**src/rtl/ecc_enc_stream.sv**
```systemverilog
// Streaming extended-Hamming (SEC-DED) encoder with valid/ready handshake,
// per-word code selection, optional error injection and a saturating word counter.
module ecc_enc_stream #(
  parameter int DATA_WIDTH = 32,
  parameter int AMBA_WORD  = 32,
  parameter int CNT_WIDTH  = 16
) (
  input  logic                  clk,
  input  logic                  rst,
  input  logic                  clr,
  input  logic                  in_valid,
  output logic                  in_ready,
  input  logic [DATA_WIDTH-1:0] info,
  input  logic [AMBA_WORD-1:0]  cw_mode,
  input  logic [DATA_WIDTH-1:0] err_mask,
  input  logic                  err_inj,
  output logic                  out_valid,
  input  logic                  out_ready,
  output logic [DATA_WIDTH-1:0] codeword,
  output logic [1:0]            out_mode,
  output logic [CNT_WIDTH-1:0]  word_cnt
);

  localparam logic [3:0]  M4_P0  = 4'b1011;
  localparam logic [3:0]  M4_P1  = 4'b1101;
  localparam logic [3:0]  M4_P2  = 4'b1110;
  localparam logic [10:0] M11_P0 = 11'b10101011011;
  localparam logic [10:0] M11_P1 = 11'b11001101101;
  localparam logic [10:0] M11_P2 = 11'b11110001110;
  localparam logic [10:0] M11_P3 = 11'b11111110000;
  localparam logic [25:0] M26_P0 = 26'b10101010101010110101011011;
  localparam logic [25:0] M26_P1 = 26'b11001100110011011001101101;
  localparam logic [25:0] M26_P2 = 26'b11110000111100011110001110;
  localparam logic [25:0] M26_P3 = 26'b11111111000000011111110000;
  localparam logic [25:0] M26_P4 = 26'b11111111111111100000000000;

  // The widest code that fits in the output bus bounds the requested mode.
  localparam logic [1:0] MAX_MODE = (DATA_WIDTH == 8)  ? 2'd0 :
                                    (DATA_WIDTH == 16) ? 2'd1 : 2'd2;

  function automatic logic [31:0] encode(input logic [31:0] d, input logic [1:0] mode);
    logic [3:0]  i4;
    logic [10:0] i11;
    logic [25:0] i26;
    logic [2:0]  p3;
    logic [3:0]  p4;
    logic [4:0]  p5;
    logic [31:0] r;
    i4  = d[3:0];
    i11 = d[10:0];
    i26 = d[25:0];
    p3[0] = ^(i4 & M4_P0);
    p3[1] = ^(i4 & M4_P1);
    p3[2] = ^(i4 & M4_P2);
    p4[0] = ^(i11 & M11_P0);
    p4[1] = ^(i11 & M11_P1);
    p4[2] = ^(i11 & M11_P2);
    p4[3] = ^(i11 & M11_P3);
    p5[0] = ^(i26 & M26_P0);
    p5[1] = ^(i26 & M26_P1);
    p5[2] = ^(i26 & M26_P2);
    p5[3] = ^(i26 & M26_P3);
    p5[4] = ^(i26 & M26_P4);
    r = '0;
    // Top parity bit covers the whole word so double errors are detectable.
    case (mode)
      2'd0:    r = {24'd0, i4, (^p3) ^ (^i4), p3};
      2'd1:    r = {16'd0, i11, (^p4) ^ (^i11), p4};
      default: r = {i26, (^p5) ^ (^i26), p5};
    endcase
    return r;
  endfunction

  logic [DATA_WIDTH-1:0] code_q, code_d;
  logic [1:0]            mode_q, mode_d;
  logic                  valid_q, valid_d;
  logic [CNT_WIDTH-1:0]  cnt_q, cnt_d;

  logic [31:0]           infoExt;
  logic [31:0]           encFull;
  logic [1:0]            effMode;
  logic                  accept;

  generate
    if (DATA_WIDTH >= 32) begin : gWide
      assign infoExt = info[31:0];
    end else begin : gNarrow
      assign infoExt = {{(32 - DATA_WIDTH){1'b0}}, info};
    end
  endgenerate

  always_comb begin
    effMode = MAX_MODE;
    if (cw_mode <= AMBA_WORD'(MAX_MODE)) begin
      effMode = cw_mode[1:0];
    end
  end

  assign encFull  = encode(infoExt, effMode);
  // clr blocks acceptance so a word arriving with it is simply dropped.
  assign in_ready = ~clr & (~valid_q | out_ready);
  assign accept   = in_valid & in_ready;

  always_comb begin
    code_d  = code_q;
    mode_d  = mode_q;
    valid_d = valid_q;
    cnt_d   = cnt_q;
    if (clr) begin
      code_d  = '0;
      mode_d  = 2'd0;
      valid_d = 1'b0;
      cnt_d   = '0;
    end else if (accept) begin
      code_d  = encFull[DATA_WIDTH-1:0] ^ (err_inj ? err_mask : '0);
      mode_d  = effMode;
      valid_d = 1'b1;
      cnt_d   = (&cnt_q) ? cnt_q : cnt_q + CNT_WIDTH'(1);
    end else if (out_ready) begin
      valid_d = 1'b0;
    end
  end

  always_ff @(posedge clk or negedge rst) begin
    if (!rst) begin
      code_q  <= '0;
      mode_q  <= 2'd0;
      valid_q <= 1'b0;
      cnt_q   <= '0;
    end else begin
      code_q  <= code_d;
      mode_q  <= mode_d;
      valid_q <= valid_d;
      cnt_q   <= cnt_d;
    end
  end

  assign codeword  = code_q;
  assign out_mode  = mode_q;
  assign out_valid = valid_q;
  assign word_cnt  = cnt_q;

endmodule

```
**config.mk**
```make
export PLATFORM = sky130hd
export DESIGN_NAME = ecc_enc_stream
export DESIGN_NICKNAME = d
export VERILOG_FILES = /design/src/rtl/ecc_enc_stream.sv
export SDC_FILE = /design/constraint.sdc
export NUM_CORES = 1
export LEC_CHECK = 0
export BUFFER_PORTS_ARGS = -buffer_cell sky130_fd_sc_hd__buf_2
export CORE_MARGIN = 5
export CORE_UTILIZATION = 52
export CTS_CLUSTER_DIAMETER = 80
export DETAILED_ROUTE_END_ITERATION = 8
export PLACE_DENSITY = 0.89
export SLEW_MARGIN = 20
export SYNTH_ARGS = -nofsm -noshare
export SYNTH_HDL_FRONTEND = slang
export SYNTH_SLANG_ARGS = --single-unit
```
**constraint.sdc**
```tcl
create_clock -name clk -period 6.8 [get_ports clk]
set_input_delay 0.34 -clock clk [delete_from_list [all_inputs] [get_ports clk]]
set_output_delay 0.34 -clock clk [all_outputs]
set_load 0.005 [all_outputs]
```
---- After elaboration in Yosys (flattened, before gate mapping) ----
Index checks and enable logic that the tools add are counted.
word-level totals
  input bits .............................. 102
  word-level logic and storage cells ...... 53
  bits in read-only memories .............. 0
  bits in writable memories ............... 0
  memories kept ........................... 0
  latch bits .............................. 0
  bits in registers ....................... 51
operators by class
  mux-type cells .......................... 13
  divide/modulo/power cells ............... 0
  eq/ne operators ......................... 2
  add/subtract/negate cells ............... 1
  shift operators ......................... 0
  $mul .................................... 0
  $lt $le $gt $ge ......................... 1
  reduce and logical (&&, ||, !) cells .... 23
  bitwise operators ....................... 9
operators with widths
  kind                                                                    number
  26-bit parity                                                           6
  32-bit two-way mux                                                      3
  32-bit one-hot mux with 2 select lines                                  1
  11-bit parity                                                           5
  16-bit two-way mux                                                      3
  32-bit by 2-bit <= comparator with 1-bit output, second input constant  1
  32-bit XOR                                                              1
  4-bit parity                                                            5
  16-bit by 1-bit adder with 16-bit output, second input constant         1
  16-bit AND reduction                                                    1
  2-bit two-way mux                                                       3
  5-bit parity                                                            1
  1-bit two-way mux                                                       3
  3-bit nonzero test                                                      1
  3-bit parity                                                            1
  1-bit XOR                                                               3
  1-bit AND                                                               2
  2-bit by 1-bit equality test with 1-bit output, second input constant   1
  2-bit zero test                                                         1
  2-bit inequality test, second input constant                            1
  1-bit NOT                                                               2
  2-bit AND reduction                                                     1
  2-bit nonzero test                                                      1
  1-bit OR                                                                1

---- Longest topological paths before layout ----
  depth in word-level cells ............... 7
  depth in mapped cells ................... 10

---- Worst setup path before layout ----
Ideal clock, no wire load.
  path type ............................... input -> register
  start point ............................. input info[3]
  end point ............................... register code_q[5] (netlist: codeword[5])
  library setup time ...................... 0.131 ns
  cell stages on the path ................. 9
  setup slack ............................. 4.302 ns
  buffers on the path ..................... 1
  data arrival time ....................... 2.367 ns
  path through ............................ buf_6 > xnor3_2 > xnor3_1 > xor3_2 > xnor3_1 > xor3_1 > a21oi_2 > xnor2_1 > o21ai_1
on the way
  cells in the longest elaborated chain, start to end .. 7
RTL lines
  element                                   line        text
  start, declared                           13          input logic [DATA_WIDTH-1:0] info,
  26-bit parity, on equally long branches   59, 60, 61
  5-bit parity                              69          default: r = {i26, (^p5) ^ (^i26), p5};
  1-bit XOR *                               69
  32-bit one-hot mux with 2 select lines *  66          case (mode)
  32-bit XOR *                              115         code_d = encFull[DATA_WIDTH-1:0] ^ (err_inj ? err_mask : '0);
  32-bit two-way mux *                      114         end else if (accept) begin
  32-bit two-way mux *                      109         if (clr) begin
  end signal, assigned                      131         code_q <= code_d;
  end, declared                             74          logic [DATA_WIDTH-1:0] code_q, code_d;
Mark *: on every way between the ends. The rest lies on a longest branch, timed or not. The select of a mux whose other input is x is not followed.
A chain may end at the register's enable or synchronous reset.

---- Worst setup path in the final report ----
  start point ............................. register cnt_q[8] (netlist: word_cnt[8])
  end point ............................... register cnt_q[13] (netlist: word_cnt[13])
on the way
  cells in the longest elaborated chain, start to end .. 4
RTL lines
  element                                   line  text
  start, declared                           77    logic [CNT_WIDTH-1:0] cnt_q, cnt_d;
  start signal, assigned                    134   cnt_q <= cnt_d;
  16-bit by 1-bit adder with 16-bit output  118   cnt_d = (&cnt_q) ? cnt_q : cnt_q + CNT_WIDTH'(1);
  16-bit two-way mux                        118
  16-bit two-way mux                        114
  16-bit two-way mux                        109
Several ways; a longest one is shown, not always the timed one. The select of a mux whose other input is x is not followed.

==> impl_metrics.csv <==
group,metric,value,unit
worst_setup_path,required,6.96,ns
global_route,grt-ovfl-total,0,
cts,cts_tree,"built",
worst_setup_path,end_kind,"flip-flop",
pwr,p_total,0.000917,W
logic_synthesis,syn_nets,511,
cts,htreeDepth,2,
timing,fin_crit,2.68,ns
logic_synthesis,synthTopCellsByCount,"72 x nand2_1, 69 x xnor2_1, 51 x dfrtp_1, 37 x o21ai_0, 36 x nand3b_1",
route,wire_per_inst,14.8,um
cts,postCtsHoldBufs,0,
timing,max_freq,373,MHz
logic_synthesis,syn_area,3570,um2
finish,nNetsFinal,641,
timing,hold_viol_final,0,
worst_setup_path,cp_max_fo,9,
timing,period_share,39.4,%
timing,tightestPinTransition,1.03,ns
cts,cts_root_buf,"clkbuf_8",
placed_design,gp_congestion,0.852,
cts,ctsResizeCount,0,
floorplanning,start_util,52.9,%
worst_setup_path,startpoint_type,"flip-flop",
logic_synthesis,yosys_warnings,0,
worst_setup_path,critical_path_arrival,2.84,ns
status,outcome,"finished clean",
finish,diodes,0,
timing,relSlewSlack,31.2,%
logic_synthesis,synth-edff-count,0,
worst_setup_path,path_common_cell,"nor2_1",
route,drtIter0Drc,198,
logic_synthesis,synth.distinct_cells,36,
pwr,ir_drop,0.150,mV
floorplanning,die_h,92.9,um
timing,finalSetupTns,0,ns
pwr,p_leak,2.17,nW
worst_setup_path,critical_path.cell_chain,"and4_1 > nand4_1 > o311ai_1 > or2_0 > nor2_1 > nand3_1 > xor2_1 > nor2_1",
route,drcViolationCount,0,
floorplanning,coreArea,6760,um2
logic_synthesis,avgSynthCellArea,8.76,um2
logic_synthesis,netlist_instances,408,
finish,final_util,65.1,%
hold_path,hp-class,"input pin to asynchronous set/reset pin",
cts,clock_latency,0.30,ns
run,drv_cap,0,
logic_synthesis,ys_top_cells_by_area,"dfrtp_1 36%, xnor2_1 17%, nand2_1 7.6%",
route,via_count,3209,
logic_synthesis,synthArstFlopShare,100,%
worst_setup_path,crit_end,"word_cnt[13]",
cts,clock-sinks,51,
route,vias_per_cell,5.18,
floorplanning,rows,30,
timing,fin_skew,0.00538,ns
route,drt_pass1_iterations,5,
cts,cts_buffers,5,
worst_setup_path,critPathLaunch,"word_cnt[8]",
placed_design,hpwl,7210,um
timing,setup_violations,0,
floorplanning,die_x,92.9,um
logic_synthesis,yosys.area.top_type,"dfrtp_1",
worst_setup_path,critPathKind,"flip-flop to flip-flop",
logic_synthesis,synth_top_area_share,35.7,%
floorplanning,io_pins,154,
timing,slew_violations,0,
global_route,grt_pass1_wl,14700,um
worst_setup_path,cpPeakStageDelay,0.80,ns
cts,path_clk_slew,0.09,ns
cts,postCtsSetupRepairBufs,0,
worst_setup_path,cp_top_family,"simple AND/OR/NAND/NOR gates",
worst_setup_path,rr_startpoint,"word_cnt[8]",
global_route,grtUsageTotal,21.0,%
global_route,grt_pass1_vias,3223,
timing,rsz0062_at_grt,"false",
finish,drive_above_1_share,30.2,%
logic_synthesis,ys_ff_latch,51,
worst_setup_path,rr_worst_depth,8,
finish,syn_to_final_growth,23.2,%
cts,clock_path_buffers,2,
worst_setup_path,critPathSlowestCell,"o311ai_1",
worst_setup_path,r2r_setup_slack,4.12,ns
pwr,p_per_area,208,nW/um2
floorplanning,die_area,8630,um2
logic_synthesis,post-synth-top-count-cell,"nand2_1",
placed_design,io_buffers,147,
worst_setup_path,rr_endpoint,"word_cnt[13]",
route,wl,9170,um
worst_setup_path,worst-path-buf-inv,0,
route,ant_nets,0,
logic_synthesis,ys_seq_area_share,35.7,%
finish,n_fill_cell,601,
logic_synthesis,ys.flop_type,"dfrtp_1",
global_route,grt_antenna_before_repair,0,
worst_setup_path,cp.depth,8,
global_route,grt_max_degree,69,
registers in the layout (all words and copies together) (netlist names):
name,flops
codeword,32
out_mode,2
word_cnt,16
out_valid,1
power breakdown:
part / total [W] / internal, W / switching (W)
clock: 0.000168 / 0.0000707 / 0.0000970
combinational: 0.000405 / 0.000218 / 0.000187
sequential: 0.000345 / 0.000329 / 0.0000151
total: 0.000917 / 0.000619 / 0.000299
placed cells by master, fill, tap and decap left out, types with 2 or more instances in the layout:
| cell type | n |
|---|---|
| buf_2 | 146 |
| nand2_1 | 71 |
| xnor2_1 | 69 |
| dfrtp_1 | 51 |
| o21ai_0 | 37 |
| nand3b_1 | 36 |
| nor2_1 | 30 |
| xor2_1 | 21 |
| a21oi_1 | 16 |
| nor4_1 | 7 |
| mux2i_1 | 5 |
| nand3_1 | 5 |
| clkbuf_8 | 5 |
| nand4_1 | 4 |
| nor3_1 | 3 |
| xnor3_1 | 3 |
| or3_1 | 3 |
| inv_1 | 3 |
| o21ai_1 | 3 |
| clkinv_2 | 3 |
| buf_4 | 2 |
per-stage QoR:
step	instance area, um2	hold WS [ns]	cells	worst slack [ns]
6_report	4400	0.0596	619	4.12
5_1_grt	4400	0.117	619	3.85
4_1_cts	4400	0.289	619	4.12
3_5_place_dp	4320	0.495	611	3.97
3_3_place_gp	4320	0.489	611	4.03
2_1_floorplan	3570	0.0444	408	4.30
layer usage:
layer / track usage (%) / vias to the layer above / share of wire [%]
met5: 0 / - / 0
met4: 7.20 / 0 / 1.3
met3: 2.44 / 8 / 4.7
met2: 36.4 / 84 / 52
met1: 26.9 / 1507 / 42
li1: - / 1610 / -
cell families (layout without fill, tap and decap cells):
family	Yosys count	after routing	synth area share (%)
AND/OR/NAND/NOR	165	165	22.8
multiplexers	5	5	1.40
AO/OA/AOI/OAI	59	59	8.55
buffers and inverters	28	159	3.19
XOR/XNOR	99	99	28.0
flip-flops	51	51	35.7
adder cells (fa/ha/maj)	1	1	0.350
how the worst min path moves through the flow:
stage	startpoint	to	slack, ns	cells after the start
after floorplan	rst	codeword[0]	0.04	0
after global placement	codeword[19]	codeword[19]	0.49	2
after detailed placement	codeword[26]	codeword[26]	0.49	2
after CTS	rst	codeword[11]	0.29	1
after global routing	rst	codeword[9]	0.12	1
final	rst	out_mode[0]	0.06	1
cell type report:
type	count	area, um2	share of cell area, %
multi-input combinational	329	2180	49.6
sequential	51	1280	29.0
timing repair buffer	148	746	16.9
tap	80	100	2.27
clock buffer	5	68.8	1.56
clock inverter	3	15.0	0.341
inverter	3	11.3	0.256
No activity file was read; power rests on OpenSTA's default activity.
